## src/rtl/countdown_timer.sv

```systemverilog
// Loadable countdown timer with one-shot, periodic-reload and wrap modes.
// Counts down by DECREMENT on each tick while RUNNING and pulses expired on underflow.
module countdown_timer #(
    parameter  int MAX_VALUE = 255,
    parameter  int DECREMENT = 1,
    localparam int W         = $clog2(MAX_VALUE + 1)
) (
    input  logic         clk,
    input  logic         rst,
    input  logic         load,
    input  logic [W-1:0] load_value,
    input  logic [1:0]   mode,
    input  logic         start,
    input  logic         stop,
    input  logic         tick,
    output logic [W-1:0] count,
    output logic         running,
    output logic         done,
    output logic         expired
);

    typedef enum logic [1:0] {
        ST_IDLE    = 2'd0,
        ST_RUNNING = 2'd1,
        ST_DONE    = 2'd2
    } state_t;

    localparam logic [W-1:0] MAX_W = W'(MAX_VALUE);
    localparam logic [W-1:0] DEC_W = W'(DECREMENT);

    state_t       r_state;
    state_t       w_state_next;
    logic [W-1:0] r_count;
    logic [W-1:0] w_count_next;
    logic [W-1:0] r_reload;
    logic [W-1:0] w_reload_next;
    logic         r_expired;
    logic         w_expired_next;
    logic [W-1:0] w_load_clamped;

    // When MAX_VALUE fills the whole W-bit range no load value can exceed it.
    generate
        if (MAX_VALUE == (2 ** W) - 1) begin : g_no_clamp
            assign w_load_clamped = load_value;
        end else begin : g_clamp
            assign w_load_clamped = (load_value > MAX_W) ? MAX_W : load_value;
        end
    endgenerate

    always_comb begin
        w_state_next   = r_state;
        w_count_next   = r_count;
        w_reload_next  = r_reload;
        w_expired_next = 1'b0;

        if (load) begin
            w_count_next  = w_load_clamped;
            w_reload_next = w_load_clamped;
            if (r_state == ST_DONE) w_state_next = ST_IDLE;
        end else if (stop) begin
            w_state_next = ST_IDLE;
        end else if (start && (r_state != ST_RUNNING)) begin
            w_state_next = ST_RUNNING;
        end else if (tick && (r_state == ST_RUNNING)) begin
            // Compare before subtracting so the count can never wrap below zero.
            if (r_count >= DEC_W) begin
                w_count_next = r_count - DEC_W;
            end else begin
                w_expired_next = 1'b1;
                case (mode)
                    2'b01:   w_count_next = r_reload;
                    2'b10:   w_count_next = MAX_W;
                    default: begin
                        w_count_next = '0;
                        w_state_next = ST_DONE;
                    end
                endcase
            end
        end
    end

    // NOTE: sequential state uses non-blocking assignments so every register samples pre-edge values.
    always_ff @(posedge clk) begin
        if (rst) begin
            r_state   <= ST_IDLE;
            r_count   <= '0;
            r_reload  <= '0;
            r_expired <= 1'b0;
        end else begin
            r_state   <= w_state_next;
            r_count   <= w_count_next;
            r_reload  <= w_reload_next;
            r_expired <= w_expired_next;
        end
    end

    assign count   = r_count;
    assign running = (r_state == ST_RUNNING);
    assign done    = (r_state == ST_DONE);
    assign expired = r_expired;

endmodule
```

## config.mk

```make
export PLATFORM = sky130hd
export DESIGN_NAME = countdown_timer
export DESIGN_NICKNAME = d
export VERILOG_FILES = /design/src/rtl/countdown_timer.sv
export SDC_FILE = /design/constraint.sdc
export NUM_CORES = 1
export LEC_CHECK = 0
export BUFFER_PORTS_ARGS = -buffer_cell sky130_fd_sc_hd__buf_4
export CAP_MARGIN = 40
export CELL_PAD_IN_SITES_DETAIL_PLACEMENT = 2
export CELL_PAD_IN_SITES_GLOBAL_PLACEMENT = 2
export CORE_ASPECT_RATIO = 0.6
export CORE_UTILIZATION = 27
export DETAILED_ROUTE_END_ITERATION = 12
export PLACE_DENSITY = 0.83
export SLEW_MARGIN = 20
export SYNTH_ARGS = -nofsm -noshare
export SYNTH_HDL_FRONTEND = slang
export SYNTH_SLANG_ARGS = --single-unit
```

## constraint.sdc

```tcl
create_clock -name clk -period 2.4 [get_ports clk]
set_clock_uncertainty 0.05 [all_clocks]
set_input_delay 0.36 -clock clk [delete_from_list [all_inputs] [get_ports clk]]
set_output_delay 0.36 -clock clk [all_outputs]
set_load 0.005 [all_outputs]
```

After elaboration in Yosys (flattened, before gate mapping):

Index checks and enable logic that the tools add are counted.

* register bits: 19
* bits in latches: 0
* RAM bits: 0
* bits in read-only memories: 0
* input port bits: 16
* output and inout bits: 11
* logic and storage cells: 39
* memories kept: 0

* add/subtract/negate cells: 1
* multipliers: 0
* div/mod/pow operators: 0
* magnitude comparators: 1
* equal/unequal tests: 10
* shift-type cells: 0
* mux-type cells: 14
* bitwise logic cells: 1
* reduce and logical (&&, ||, !) cells: 8

Operators by type and width (count)
* 2-to-1 mux 8 bit: 5
* one-hot mux 8 bit (2 select lines): 1
* 2-to-1 mux 2 bit: 7
* greater-or-equal comparator 8 x 1 -> 1 bit, second input constant: 1
* subtractor 8 x 1 -> 8 bit, second input constant: 1
* OR reduction 5 bit: 1
* equality test 2 x 1 -> 1 bit, second input constant: 2
* equality test 2 bit, second input constant: 2
* inequality test 2 x 1 -> 1 bit, second input constant: 2
* inequality test 2 bit, second input constant: 2
* inequality test 4 x 1 -> 1 bit, second input constant: 1
* inequality test 4 bit, second input constant: 1
* AND reduction 4 bit: 1
* nonzero test 4 bit: 1
* AND reduction 3 bit: 1
* logical AND 1 bit: 2
* nonzero test 2 bit: 1
* OR reduction 2 bit: 1
* 2-to-1 mux 1 bit: 1
* NOT 1 bit: 1

Logic depth before layout (Yosys ltp):

* depth in word-level cells: 8
* gate-level depth with buffers: 7
* depth with buffers taken out: 6

Worst setup path after synthesis:

Ideal clock, no wire load.

* path type: register to register
* from: register r_count[0], in the netlist count[0]
* to: register r_state[0]
* setup time: 0.116 ns
* arrival time: 2.164 ns
* data required time: 2.234 ns
* path slack: 0.070 ns
* stages on the path, launching flop included: 7
* path buffers: 0
* clock period less this slack: 2.330 ns
* cell sequence: dfxtp_1 > inv_1 > ha_1 > or3b_1 > or4b_4 > or4_1 > a31o_2

* cells in the longest elaborated chain, start to end: 3

RTL lines
* start: declaration: RTL line 33 `logic [W-1:0] r_count;`
* start signal: assignment: RTL line 91 `r_count <= w_count_next;`
* greater-or-equal comparator 8 x 1 -> 1 bit: RTL line 66 `if (r_count >= DEC_W) begin`
* inequality test 4 bit (no line)
* AND reduction 4 bit (no line)
* end signal: assignment: RTL line 90 `r_state <= w_state_next;`
* end: declaration: RTL line 31 `state_t r_state;`

No other way between the ends.
A chain may end at the register's enable or synchronous reset.

Worst setup path in the final report:

Same ends and word-level chain as after synthesis.

==> summary.md <==
| Metric | Value |
|---|---|
| Unique masters post-synth | `38` |
| Mux share of post-synthesis cell area | `5.45%` |
| Final Wtd Congestion | `0.860` |
| Mean Syn Cell Area | `8.05 um2` |
| Vias | `1154` |
| Relative slew margins | `71.1%` |
| Largest family of logic cells by synthesized area | `compound AO/OA/AOI/OAI gates` |
| Internal | `~560 uW` |
| Max VDD drop | `0.000185 V` |
| Critical Path AT | `2450 ps` |
| Detailed-route wire length | `4.01 mm` |
| Overall Global Routing Usage | `19.8%` |
| Failing checks | `DRC` |
| Initial DRC count | `50` |
| Clock Power Share | `28.8%` |
| Starting Density | `roughly 29%` |
| PostCTS Resize Cnt | `0` |
| Comb power frac | `27.4%` |
| Ports | `27` |
| Max-cap violations | `0` |
| Cell count after synthesis | `between 100 and 150` |
| Worst Path Required | `approximately 2500 ps` |
| Vias in the first global route | `between 1000 and 1500` |
| Most area-consuming cells after synthesis | `dfxtp_1 (35%), a21oi_1 (5.9%), mux2i_1 (5.4%), nor2_1 (5.4%), ha_1 (4.5%)` |
| CTS buffer count | `3` |
| M3 GR Usage | `slightly below 4%` |
| Synth Area in Compound Gates | `23.2%` |
| Worst min path class | `input pin to register` |
| First-pass GRT wire length | `6.29 mm` |
| Hpwl dp | `3.11 mm` |
| Switching share of power | `between 30% and 40%` |
| Clk sink count | `19` |
| Met1 Use GR | `a little over a quarter` |
| CP endpoint kind | `register` |
| Period minus WS final | `around 2300 ps` |
| Setup CP Type | `register to register` |
| Die Span X | `84.5 um` |
| Worst-path maximum fanout | `3` |
| Startpoint Class | `register` |
| Initial antenna violation count | `0` |
| Die area | `approximately 4400 um2` |
| Synth Area in Adders | `about 4.5%` |
| Syn nets | `157` |
| H-tree depth | `1` |
| Fin nets | `188` |
| Final count of pins violating max slew | `0` |
| Met2 Use GR | `33.1%` |
| CP Buf/Inv Count | `1` |
| YS warnings | `0` |
| Grt peak-use layer | `met2` |
| Xor and xnor fraction of the mapped netlist area | `2.38%` |
| Synth Register Bits | `19` |
| Die H | `51.5 um` |
| PwrDens | `552 nW/um2` |
| FMAX | `around 0.43 GHz` |
| Final period util | `97.8%` |
| Worst stage delay on the critical path | `500 ps` |
| Post-synthesis instance area | `~1100 um2` |
| CTS tree | `yes` |
| Flop pwr share | `43.7%` |
| Post-synth top area cell | `dfxtp_1` |
| Top-area cell type share of the netlist area | `34.5%` |
| IO buf count | `26` |
| RSZ-0062 raised after global routing | `false` |
| Core area | `3790 um2` |
| Worst-Margin Slew | `approximately 430 ps` |
| Sequence of cells on the critical path | `inv_2 > ha_2 > or3b_4 > or4b_4 > or4_4 > a31o_2` |
| Inst Count DP | `210` |
| FP Rows | `17` |
| Leak | `0.629 nW` |
| Clock transition at the registers of the reported paths | `80 ps` |
| Max clock buf depth | `2` |
| Worst skew pair latency | `260 ps` |
| Largest net degree at the start of global routing | `18` |
| Clock root cell | `clkbuf_8` |
| DR WL/cell | `18.7 um` |
| Final hold vios | `0` |
| Outcome | `complete, but fails checks` |
| Drt drc | `4` |
| Postcts setup bufs | `0` |
| Slowest-stage cell, CP | `or4b_4` |
| CP top delay family | `simple AND/OR/NAND/NOR gates` |
| Gr ovfl total | `0` |
| Finished Layout Cells | `214` |
| Most frequent cells in the layout | `buf_4 (37), dfxtp_1 (18), nor2_1 (16)` |
| Setup Viol. Count Final | `0` |
| Hold Buf Count CTS | `0` |
| Drt pass-1 iters | `8` |
| Setup TNS | `0 ps` |
| Area Overhead vs Synth | `31.7%` |
| Routed Antenna Nets | `0` |
| Share of post-route cells with drive strength above 1 | `30.5%` |
| Sw power | `244 uW` |
| Vias per std cell | `5.39` |
| Final-layout fill cell count | `about 440` |
| Most common cell after layout, fill and taps aside | `buf_4` |
| Sequential share of the synthesized area | `34.5%` |
| ANT cells | `0` |
| Simple-Gate Fraction of Synth Area | `22.7%` |
[stage by stage]
stage | hold slack [ps] | instance area, um2 | power, mW | worst slack [ps] | util [%]
final | 300 | 1450 | 0.801 | 52.9 | 38.3
after global routing | 313 | 1450 | 0.843 | 8.88 | 38.3
after CTS | 299 | 1440 | 0.805 | 31.7 | 38.1
after detailed placement | 409 | 1400 | 0.572 | 43.6 | 36.9
after global placement | 395 | 1400 | 0.558 | 140 | 36.9
after floorplan | 387 | 1100 | 0.470 | 69.8 | -
[sequential cells by signal (all words and copies together) (netlist names)]
register / count
count: 8
r_state: 2
r_reload: 8
expired: 1
[worst register-to-register path, stage by stage, from the launching register on]
cell and delay (ps):
dfxtp_1 330, inv_2 60, ha_2 170, or3b_4 380, or4b_4 500, or4_4 500
a31o_2 250
[cell families after synthesis]
logic type | after synthesis
AO/OA/AOI/OAI | 38
XOR/XNOR | 3
adder cells (fa/ha/maj) | 4
buffers and inverters | 21
flip-flops | 19
multiplexers | 6
AND/OR/NAND/NOR | 46
[path summary, 6_finish.rpt]
path                            start  slack (ps)  cells past startpoint                       end
min reg2reg  r_reload[1]$_SDFFE_PP0P_         420                      2  r_reload[1]$_SDFFE_PP0P_
max             count[0]$_SDFFE_PP0P_          50                      6   r_state[0]$_SDFFE_PP0P_
max reg2reg     count[0]$_SDFFE_PP0P_          50                      6   r_state[0]$_SDFFE_PP0P_
min                     load_value[7]         300                      3  r_reload[7]$_SDFFE_PP0P_
[metal layers]
layer  share of wire (%)  wire length (um)  up-vias
li1                    -                 -      550
met5                   0                 0        -
met1                  51              2040      573
met3                 4.5               180        4
met4                0.77                31        0
met2                  44              1760       27
[area by class of cell]
cell class,count,area [um2],area share [%]
multi-input combinational,97,651,44.8
clock buffer,4,45.0,3.10
timing repair buffer,37,278,19.1
inverter,10,37.5,2.59
sequential,19,382,26.3
tap,47,58.8,4.05
[cell usage after synthesis (all sizes together)]
| cell type | number |
|---|---|
| o21ai | 3 |
| nand3 | 1 |
| ha | 4 |
| nand2 | 8 |
| nand2b | 2 |
| nor3b | 1 |
| or3 | 5 |
| nor2b | 1 |
| a31oi | 3 |
| or2 | 1 |
| o211ai | 4 |
| dfxtp | 19 |
| o41ai | 1 |
| nor3 | 2 |
| a21oi | 13 |
| xor2 | 1 |
| o221ai | 3 |
| clkbuf | 8 |
| buf | 3 |
| or4b | 1 |
| mux2i | 6 |
| nand3b | 1 |
| a21boi | 2 |
| xnor2 | 2 |
| or3b | 2 |
| a311oi | 4 |
| inv | 10 |
| or4 | 2 |
| and4b | 1 |
| nor2 | 16 |
| o21bai | 1 |
| o31a | 2 |
| nor4 | 2 |
| a31o | 1 |
| o21a | 1 |
[power groups by stage]
stage | Combinational (mW) | Sequential, mW | Clock [mW]
global route | 0.239 | 0.352 | 0.251
finish | 0.220 | 0.350 | 0.231
detailed placement | 0.216 | 0.356 | 0
global placement | 0.204 | 0.354 | 0
floorplan | 0.113 | 0.358 | 0
CTS | 0.217 | 0.349 | 0.239
No activity file was read; power rests on OpenSTA's default activity.
